`src/rtl/tx_link_ctrl.sv`:
```
// -----------------------------------------------------------------------------
// tx_link_ctrl
//
// Single-lane JESD204B transmit link controller. This block sits between the
// transport layer and the 8b/10b encoder. It produces the octet stream for the
// encoder:
//   - CGS : K28.5 comma characters while the receiver holds SYNC~ low.
//   - ILAS: ILAS_MF multiframes of the initial lane alignment sequence.
//           /R/ opens each multiframe and /A/ closes it. The second multiframe
//           carries /Q/ followed by the 14 link configuration octets.
//   - DATA: user octets. The last octet of a frame is replaced by an alignment
//           character (/F/ or /A/) when it repeats the previous frame's last
//           octet.
// A free-running local multiframe counter (LMFC) keeps all transitions aligned
// to multiframe boundaries. A sustained low on SYNC~ while in DATA returns the
// link to CGS.
//
// Parameters
//   F            octets per frame (1..16)
//   K            frames per multiframe (F*K in 17..1024)
//   ILAS_MF      number of ILAS multiframes (>= 2)
//   SYNC_REQ_LEN consecutive low SYNC~ samples that form a resync request
//
// Ports
//   clk         character clock
//   rst         synchronous reset, active high
//   i_sync_n    SYNC~ from the receiver (already in the clk domain), low = CGS
//   i_data      user octet (HGFEDCBA)
//   i_k         user octet is a control character
//   i_ilas_cfg  14 ILAS configuration octets, octet n = bits [8n+7:8n]
//   o_user_rdy  user octet consumed this cycle (combinational, DATA only)
//   o_data      octet to the 8b/10b encoder (registered)
//   o_k         o_data is a control character (registered)
//   o_vld       o_data valid (registered, high in every cycle after reset)
//   o_state     link state of the octet on o_data: 0 CGS, 1 ILAS, 2 DATA
//   o_lmfc      high with the first octet of every local multiframe
// -----------------------------------------------------------------------------
module tx_link_ctrl #(
    parameter int F            = 2,
    parameter int K            = 16,
    parameter int ILAS_MF      = 4,
    parameter int SYNC_REQ_LEN = 5
) (
    input  logic         clk,
    input  logic         rst,
    input  logic         i_sync_n,
    input  logic [7:0]   i_data,
    input  logic         i_k,
    input  logic [111:0] i_ilas_cfg,
    output logic         o_user_rdy,
    output logic [7:0]   o_data,
    output logic         o_k,
    output logic         o_vld,
    output logic [1:0]   o_state,
    output logic         o_lmfc
);

    // ------------------------------------------------------------------
    // Derived widths and constants
    // ------------------------------------------------------------------
    localparam int MF_LEN = F * K;
    localparam int OW     = (F > 1) ? $clog2(F) : 1;
    localparam int FW     = (K > 1) ? $clog2(K) : 1;
    localparam int MW     = $clog2(MF_LEN);
    localparam int IW     = $clog2(ILAS_MF);
    localparam int SW     = $clog2(SYNC_REQ_LEN + 1);

    localparam logic [OW-1:0] OCT_LAST  = OW'(F - 1);
    localparam logic [FW-1:0] FRM_LAST  = FW'(K - 1);
    localparam logic [MW-1:0] M_LAST    = MW'(MF_LEN - 1);
    localparam logic [MW-1:0] F_M       = MW'(F);
    localparam logic [IW-1:0] ILAS_LAST = IW'(ILAS_MF - 1);
    localparam logic [SW-1:0] SYNC_LIM  = SW'(SYNC_REQ_LEN);

    // Link states (values are also the o_state encoding)
    localparam logic [1:0] ST_CGS  = 2'd0;
    localparam logic [1:0] ST_ILAS = 2'd1;
    localparam logic [1:0] ST_DATA = 2'd2;

    // Control characters
    localparam logic [7:0] K28_0 = 8'h1C;   // /R/ multiframe start (ILAS)
    localparam logic [7:0] K28_3 = 8'h7C;   // /A/ multiframe alignment
    localparam logic [7:0] K28_4 = 8'h9C;   // /Q/ config data follows
    localparam logic [7:0] K28_5 = 8'hBC;   // /K/ code group sync comma
    localparam logic [7:0] K28_7 = 8'hFC;   // /F/ frame alignment

    // ------------------------------------------------------------------
    // ILAS character at multiframe position m, returned as {k, octet}.
    // Positions other than the framing characters and the config block
    // carry the low byte of m as a ramp.
    // ------------------------------------------------------------------
    function automatic logic [8:0] ilas_char(
        input logic [MW-1:0] m,
        input logic          cfg_mf,
        input logic [111:0]  cfg
    );
        logic [8:0] r;
        logic [3:0] idx;
        r   = {1'b0, 8'(m)};
        idx = 4'(m - MW'(32'd2));
        if (m == {MW{1'b0}}) begin
            r = {1'b1, K28_0};
        end else if (m == M_LAST) begin
            r = {1'b1, K28_3};
        end else if (cfg_mf && (m == MW'(32'd1))) begin
            r = {1'b1, K28_4};
        end else if (cfg_mf && (m >= MW'(32'd2)) && (m <= MW'(32'd15))) begin
            r = {1'b0, cfg[{idx, 3'b000} +: 8]};
        end else begin
            r = {1'b0, 8'(m)};
        end
        return r;
    endfunction

    // ------------------------------------------------------------------
    // Internal signals
    // ------------------------------------------------------------------
    logic [OW-1:0] oct_r;
    logic [FW-1:0] frm_r;
    logic [MW-1:0] m_s;
    logic          frame_end_s;
    logic          mf_end_s;
    logic          mf_start_s;

    logic [1:0]    state_r;
    logic [1:0]    state_nxt_s;
    logic [IW-1:0] ilas_mf_r;

    logic [SW-1:0] sync_cnt_r;
    logic [SW-1:0] sync_cnt_nxt_s;
    logic          sync_req_s;

    logic [7:0]    prev_last_r;
    logic          prev_vld_r;

    logic [7:0]    data_nxt_s;
    logic          k_nxt_s;

    // ------------------------------------------------------------------
    // LMFC position decode
    // ------------------------------------------------------------------

    // Multiframe position and boundary flags from the octet/frame counters
    always_comb begin
        m_s         = (MW'(frm_r) * F_M) + MW'(oct_r);
        frame_end_s = (oct_r == OCT_LAST);
        mf_end_s    = frame_end_s && (frm_r == FRM_LAST);
        mf_start_s  = (oct_r == {OW{1'b0}}) && (frm_r == {FW{1'b0}});
    end

    // Free-running octet/frame counters; they run in every link state
    always_ff @(posedge clk) begin
        if (rst) begin
            oct_r <= {OW{1'b0}};
            frm_r <= {FW{1'b0}};
        end else if (frame_end_s) begin
            oct_r <= {OW{1'b0}};
            if (frm_r == FRM_LAST) begin
                frm_r <= {FW{1'b0}};
            end else begin
                frm_r <= frm_r + FW'(1'b1);
            end
        end else begin
            oct_r <= oct_r + OW'(1'b1);
            frm_r <= frm_r;
        end
    end

    // ------------------------------------------------------------------
    // SYNC~ low-run detector
    // ------------------------------------------------------------------

    // Saturating count of consecutive low SYNC~ samples including this one
    always_comb begin
        if (i_sync_n) begin
            sync_cnt_nxt_s = {SW{1'b0}};
        end else if (sync_cnt_r == SYNC_LIM) begin
            sync_cnt_nxt_s = SYNC_LIM;
        end else begin
            sync_cnt_nxt_s = sync_cnt_r + SW'(1'b1);
        end
        sync_req_s = (sync_cnt_nxt_s == SYNC_LIM);
    end

    // Low-run counter register
    always_ff @(posedge clk) begin
        if (rst) begin
            sync_cnt_r <= {SW{1'b0}};
        end else begin
            sync_cnt_r <= sync_cnt_nxt_s;
        end
    end

    // ------------------------------------------------------------------
    // Link state machine
    // ------------------------------------------------------------------

    // Next state. State changes are taken on the last octet of a
    // multiframe so that the new state starts exactly at m = 0; SYNC~
    // aborts take priority over those boundary transitions.
    always_comb begin
        case (state_r)
            ST_CGS: begin
                if (i_sync_n && mf_end_s) begin
                    state_nxt_s = ST_ILAS;
                end else begin
                    state_nxt_s = ST_CGS;
                end
            end
            ST_ILAS: begin
                if (!i_sync_n) begin
                    state_nxt_s = ST_CGS;
                end else if (mf_end_s && (ilas_mf_r == ILAS_LAST)) begin
                    state_nxt_s = ST_DATA;
                end else begin
                    state_nxt_s = ST_ILAS;
                end
            end
            ST_DATA: begin
                if (sync_req_s) begin
                    state_nxt_s = ST_CGS;
                end else begin
                    state_nxt_s = ST_DATA;
                end
            end
            default: begin
                state_nxt_s = ST_CGS;
            end
        endcase
    end

    // State register
    always_ff @(posedge clk) begin
        if (rst) begin
            state_r <= ST_CGS;
        end else begin
            state_r <= state_nxt_s;
        end
    end

    // ILAS multiframe index; held at zero outside ILAS so each ILAS
    // attempt starts from its first multiframe
    always_ff @(posedge clk) begin
        if (rst) begin
            ilas_mf_r <= {IW{1'b0}};
        end else if (state_r != ST_ILAS) begin
            ilas_mf_r <= {IW{1'b0}};
        end else if (mf_end_s) begin
            ilas_mf_r <= ilas_mf_r + IW'(1'b1);
        end else begin
            ilas_mf_r <= ilas_mf_r;
        end
    end

    // ------------------------------------------------------------------
    // Alignment character replacement history
    // ------------------------------------------------------------------

    // Original last octet of the previous DATA frame. The valid flag is
    // dropped outside DATA so the first frame after ILAS is never replaced.
    always_ff @(posedge clk) begin
        if (rst) begin
            prev_last_r <= 8'h00;
            prev_vld_r  <= 1'b0;
        end else if ((state_r == ST_DATA) && frame_end_s) begin
            prev_last_r <= i_data;
            prev_vld_r  <= 1'b1;
        end else if (state_r != ST_DATA) begin
            prev_last_r <= prev_last_r;
            prev_vld_r  <= 1'b0;
        end else begin
            prev_last_r <= prev_last_r;
            prev_vld_r  <= prev_vld_r;
        end
    end

    // ------------------------------------------------------------------
    // Output octet selection
    // ------------------------------------------------------------------

    // Octet for the current state and multiframe position
    always_comb begin
        data_nxt_s = K28_5;
        k_nxt_s    = 1'b1;
        case (state_r)
            ST_CGS: begin
                data_nxt_s = K28_5;
                k_nxt_s    = 1'b1;
            end
            ST_ILAS: begin
                {k_nxt_s, data_nxt_s} = ilas_char(m_s, (ilas_mf_r == IW'(1'b1)), i_ilas_cfg);
            end
            ST_DATA: begin
                if (frame_end_s && !i_k && prev_vld_r && (i_data == prev_last_r)) begin
                    if (mf_end_s) begin
                        data_nxt_s = K28_3;
                    end else begin
                        data_nxt_s = K28_7;
                    end
                    k_nxt_s = 1'b1;
                end else begin
                    data_nxt_s = i_data;
                    k_nxt_s    = i_k;
                end
            end
            default: begin
                data_nxt_s = K28_5;
                k_nxt_s    = 1'b1;
            end
        endcase
    end

    // Registered encoder-side outputs; o_state reports the state that
    // produced the octet currently on o_data
    always_ff @(posedge clk) begin
        if (rst) begin
            o_data  <= 8'h00;
            o_k     <= 1'b0;
            o_vld   <= 1'b0;
            o_state <= ST_CGS;
            o_lmfc  <= 1'b0;
        end else begin
            o_data  <= data_nxt_s;
            o_k     <= k_nxt_s;
            o_vld   <= 1'b1;
            o_state <= state_r;
            o_lmfc  <= mf_start_s;
        end
    end

    // User octets are accepted only while the link is in DATA
    assign o_user_rdy = (state_r == ST_DATA);

endmodule
```
`config.mk`:
```
export PLATFORM = sky130hd
export DESIGN_NAME = tx_link_ctrl
export DESIGN_NICKNAME = d
export VERILOG_FILES = /design/src/rtl/tx_link_ctrl.sv
export SDC_FILE = /design/constraint.sdc
export NUM_CORES = 1
export LEC_CHECK = 0
export CAP_MARGIN = 20
export CORE_ASPECT_RATIO = 2
export CORE_MARGIN = 2
export CORE_UTILIZATION = 41
export DETAILED_ROUTE_END_ITERATION = 16
export GPL_ROUTABILITY_DRIVEN = 0
export GPL_TIMING_DRIVEN = 0
export PLACE_DENSITY = 0.82
export SETUP_SLACK_MARGIN = 0.3
export SYNTH_ARGS = -nofsm -noshare
export SYNTH_HDL_FRONTEND = slang
export SYNTH_SLANG_ARGS = --single-unit
```
`constraint.sdc`:
```
create_clock -name clk -period 3.6 [get_ports clk]
set_clock_uncertainty 0.2 [all_clocks]
set_input_delay 0.9 -clock clk [delete_from_list [all_inputs] [get_ports clk]]
set_output_delay 0.9 -clock clk [all_outputs]
set_load 0.01 [all_outputs]
```
==> After elaboration in Yosys (flattened, before gate mapping) <==
Index checks and enable logic that the tools add are counted.
{ "word_totals": {"reg_bits": 34, "latch_bits": 0, "ramBits": 0, "rom_bits": 0, "in_bits": 124, "out_inout_bits": 14, "wordCells": 72, "n_memories": 0} }
{ "classes": {"n_addsub": 6, "mul": 0, "n_div": 0, "magnitude_cmp": 2, "n_eq_ne": 12, "n_shift": 1, "n_mux": 20, "n_bitwise": 1, "reduce_logical": 18} }
{ "op_table": {"columns": ["operator", "count"], "rows": [
  ["indexed part select 112 x 8 -> 8 bit", 1],
  ["2-to-1 mux 9 bit", 3],
  ["2-to-1 mux 8 bit", 3],
  ["one-hot mux 8 bit (2 select lines)", 1],
  ["logical AND 1 bit", 11],
  ["== test 8 bit", 1],
  ["== test 3 bit (second input constant)", 2],
  ["2-to-1 mux 2 bit", 3],
  ["2-to-1 mux 3 bit", 2],
  ["one-hot mux 2 bit (3 select lines)", 1],
  ["adder 5 x 1 -> 5 bit", 1],
  ["== test 5 x 1 -> 1 bit (second input constant)", 1],
  ["== test 5 bit (second input constant)", 1],
  ["greater-or-equal comparator 5 x 2 -> 1 bit (second input constant)", 1],
  ["<= comparator 5 x 4 -> 1 bit (second input constant)", 1],
  ["zero test 5 bit", 1],
  ["2-to-1 mux 1 bit", 5],
  ["adder 4 x 1 -> 4 bit (second input constant)", 1],
  ["== test 2 x 1 -> 1 bit (second input constant)", 2],
  ["== test 2 bit (second input constant)", 2],
  ["== test 4 bit (second input constant)", 1],
  ["zero test 4 bit", 1],
  ["2-to-1 mux 4 bit", 1],
  ["OR reduction 2 bit", 2],
  ["other kinds (11)", 11]
]} }

==> Longest topological paths before layout <==
{ "logic_depth": {"word_depth": 9, "ltp_mapped": 11, "mapped_depth_nobuf": 8} }

==> Least setup slack after synthesis <==
Ideal clock, no wire load.
{ "synth_path": {"kind": "register to register", "start": "reg frm_r[0]", "end": "reg o_data[1]", "setup_time_ns": 0.125, "t_arrival_ns": 2.258, "t_required_ns": 3.275, "path_slack_ns": 1.017, "stages_incl_launch_ff": 12, "path_buffers": 4, "synth_period_minus_slack_ns": 2.583, "cell_sequence": "dfxtp_1 > buf_4 > buf_2 > inv_1 > ha_1 > clkbuf_1 > clkbuf_1 > nor2_1 > a21oi_1 > o21ai_0 > a21oi_1 > o21ai_0"} }
{ "synth_between": {"elab_chain_cells": 9, "elab_cells_between_ends": 16, "cone_classes": "add/sub (2); order compare (2); eq/ne (2); shift (1); mux (5); reduce/logical (4)"} }
{ "synth_rtl": {"columns": ["element", "line", "text"], "rows": [
  ["from (decl)", "119", "logic [FW-1:0] frm_r;"],
  ["from (signal assigned)", "155", "frm_r <= {FW{1'b0}};"],
  ["from (signal assigned)", "159", "frm_r <= {FW{1'b0}};"],
  ["from (signal assigned)", "161", "frm_r <= frm_r + FW'(1'b1);"],
  ["adder 5 x 1 -> 5 bit (*)", "145", "m_s = (MW'(frm_r) * F_M) + MW'(oct_r);"],
  ["branches (longest 6 deep; another with subtractor 4 x 2 -> 4 bit)", null, null],
  ["2-to-1 mux 9 bit (*)", "101", "if (m == {MW{1'b0}}) begin"],
  ["one-hot mux 8 bit (2 select lines) (*)", "285", "case (state_r)"],
  ["to (signal assigned)", "323", "o_data <= data_nxt_s;"],
  ["to (decl)", "51", "output logic [7:0] o_data,"]
]} }
Every way passes the cells marked *.
A chain may end at the register's enable or synchronous reset.

==> Final worst setup path <==
{ "layout_path": {"start": "reg frm_r[0]", "end": "reg o_data[4]"} }
Same word-level chain as after synthesis.

==> results.json <==
{
  "status": "complete, no violations",
  "viasPerCell": 5.72,
  "worstSetupStartpoint": "frm_r[0]",
  "seq_power_share_pct": 32.7,
  "synthFlopType": "dfxtp_1",
  "cts_buffers": 5,
  "clock_sinks": 34,
  "wl_met2_um": 5490,
  "min_from": "prev_last_r[4]",
  "synth_cell_types": 53,
  "hold_viol_final": 0,
  "synth_area_leader_cell": "dfxtp_1",
  "syn_inst": 289,
  "grt_pass1_vias": 3274,
  "clk_latency_ps": 280,
  "core.rowCount": 41,
  "postCtsSetupRepairBufs": 0,
  "vias": 2971,
  "holdPathStages": 2,
  "grt_pass1_wl_um": 14600,
  "m1WireLength_um": 2820,
  "drtPass1Iterations": 6,
  "synth_edf_count": 0,
  "core_area_um2": 6360,
  "nets": 566,
  "power_density_nw_per_um2": 276,
  "initial_utilization_pct": 42.4,
  "maxUsedRoutingLayer": "met4",
  "hold_ws_ps": 266,
  "p_sw_uw": 305,
  "ys_ff_latch": 34,
  "ys_seq_area_share_pct": 25.2,
  "fmax_mhz": 322,
  "path_max_fanout": 10,
  "period_share_pct": 86.4,
  "p_clk_share_pct": 35.7,
  "reg2reg_depth": 10,
  "drive_gt1_share_pct": 8.55,
  "drt_iter0_drc": 122,
  "htreeDepth": 2,
  "drv_slew": 0,
  "root_buffer": "clkbuf_16",
  "yosys.cell_count.top_type": "dfxtp_1",
  "synth_top_area_share_pct": 25.2,
  "num_io_pins": 138,
  "final_design_area_no_fill_um2": 4320,
  "grt_util_all_layers_pct": 26.3,
  "drc": 0,
  "p_leak_nw": 1.55,
  "avgSynthCellArea_um2": 9.34,
  "routedWlPerCell_um": 17.7,
  "syn-num-nets": 423,
  "async_flop_share_pct": 0,
  "period_needed_ps": 3110,
  "hp-class": "reg2reg",
  "synth_area_leaders": "dfxtp_1 (25%), mux4_1 (11%), mux4_2 (7.5%)",
  "dpl-instance-area_um2": 4170,
  "io_buffers": 136,
  "setup-violations-final": 0,
  "worst_pin_slew_ps": 647,
  "rsz0062_at_grt": "no",
  "ant_nets": 0,
  "dieWidth_um": 61.4,
  "place_ws_ps": 314,
  "vdd_drop_max_mv": 0.176,
  "cts_hold_buf": 0,
  "yosys-top-cells-count": "dfxtp_1 (34), nand2_1 (27), a21oi_1 (23), mux2i_1 (20), nor2_1 (17)",
  "critPathCaptureType": "register",
  "cts_tree": "done",
  "yosys_warnings": 0,
  "r2r-start": "frm_r[0]",
  "grt_max_degree": 11,
  "critical_path_required_ps": 3540,
  "grt_overflow": 0,
  "die_area_um2": 7290,
  "layout-area-overhead-vs-synth_pct": 60.0,
  "clk_transition_reported_paths_ps": 50,
  "wl_met3_um": 494,
  "tns_ps": 0,
  "cp.arrival_ps": 3050,
  "die_h_um": 119,
  "relSlewSlack_pct": 56.2,
  "cp-start-kind": "register",
  "sw_frac_of_total_pct": 25.5,
  "fin_ws_ps": 491,
  "cap_violations": 0,
  "combPwrFrac_pct": 31.6,
  "cts_buffer_depth": 2,
  "antenna_found_initial": 0,
  "routed_wl_um": 9200,
  "n_antenna_cell": 0,
  "path_class": "reg2reg",
  "dp_hpwl_um": 7640,
  "synth_area_um2": 2700,
  "intPower_uw": 889
}
[critical path: stages (launching register included)]
cell      delay, ps
dfxtp_1         330
buf_4           180
buf_2           220
inv_1           190
ha_1            310
inv_1           120
o311ai_1        600
a31o_2          310
a211oi_1         80
o31ai_1         300
a31oi_1         130
[what timing repair did]
| item | CTS | global route |
|---|---|---|
| gates resized for setup | 1 | 4 |
| endpoints found under the setup margin | 1 | 5 |
| pin swaps | 0 | 0 |
[layout by cell type (no fill, tap or decap), types with 3 or more instances in the layout]
cell type / count
a211oi_1: 8
a21oi_1: 23
a31oi_1: 3
buf_1: 3
buf_2: 3
buf_4: 3
clkbuf_1: 6
clkbuf_16: 5
clkbuf_2: 3
clkdlybuf4s50_1: 136
dfxtp_1: 34
ha_1: 10
inv_1: 9
mux2i_1: 20
mux4_1: 11
mux4_2: 9
nand2_1: 27
nand2b_1: 3
nand3_1: 15
nand4_1: 4
nor2_1: 17
nor3_1: 10
o21ai_0: 12
o22ai_1: 4
o31ai_1: 3
or3_1: 4
xnor2_1: 9
[path summary, 6_finish.rpt]
check | to | slack (ps)
max | o_data[4] | 490
min | prev_last_r[4] | 270
max reg2reg | o_data[4] | 490
min reg2reg | prev_last_r[4] | 270
[area by class of cell]
class	instances	area [µm²]
buffer	21	145
clock buffer	7	143
clock inverter	1	5.00
fill	547	2040
inverter	10	37.5
multi-input combinational	224	1840
sequential	34	681
tap	86	108
timing repair buffer	136	1360
[state kept, by name (all words and copies together), names as in the netlist]
| signal | count |
|---|---|
| o_state | 2 |
| sync_cnt_r | 3 |
| frame_end_s | 1 |
| state_r | 2 |
| o_lmfc | 1 |
| o_vld | 1 |
| o_data | 8 |
| frm_r | 4 |
| ilas_mf_r | 2 |
| o_k | 1 |
| prev_vld_r | 1 |
| prev_last_r | 8 |
[cell families (layout without fill, tap and decap cells)]
| kind of cell | Yosys count | after routing | share of synthesized area (%) |
|---|---|---|---|
| buffers and inverters | 31 | 175 | 6.63 |
| adder cells (fa/ha/maj) | 10 | 10 | 4.64 |
| XOR/XNOR | 12 | 12 | 4.59 |
| multiplexers | 41 | 41 | 26.1 |
| flip-flops | 34 | 34 | 25.2 |
| AO/OA/AOI/OAI | 69 | 69 | 16.2 |
| AND/OR/NAND/NOR | 92 | 92 | 16.7 |
[metal layers]
layer  GRT usage [%]  vias to the layer above
li1                -                     1386
met2            50.2                      165
met5               0                        -
met1            23.8                     1385
met4            15.4                        0
met3            3.50                       35
[power groups by stage]
stage / combinational, mW / clock (mW) / sequential (mW)
after floorplan: 0.178 / 0 / 0.400
after global placement: 0.366 / 0 / 0.398
after detailed placement: 0.375 / 0 / 0.398
after CTS: 0.376 / 0.426 / 0.391
after global routing: 0.402 / 0.441 / 0.391
final: 0.377 / 0.426 / 0.391
[through the flow]
step / power [mW] / util (%) / std cells
3_5_place_dp: 0.773 / 65.5 / 511
3_3_place_gp: 0.764 / 65.5 / 511
5_1_grt: 1.23 / 67.9 / 519
4_1_cts: 1.19 / 67.9 / 519
2_1_floorplan: 0.578 / - / 289
6_report: 1.19 / 67.9 / 519
No activity file was read; power rests on OpenSTA's default activity.
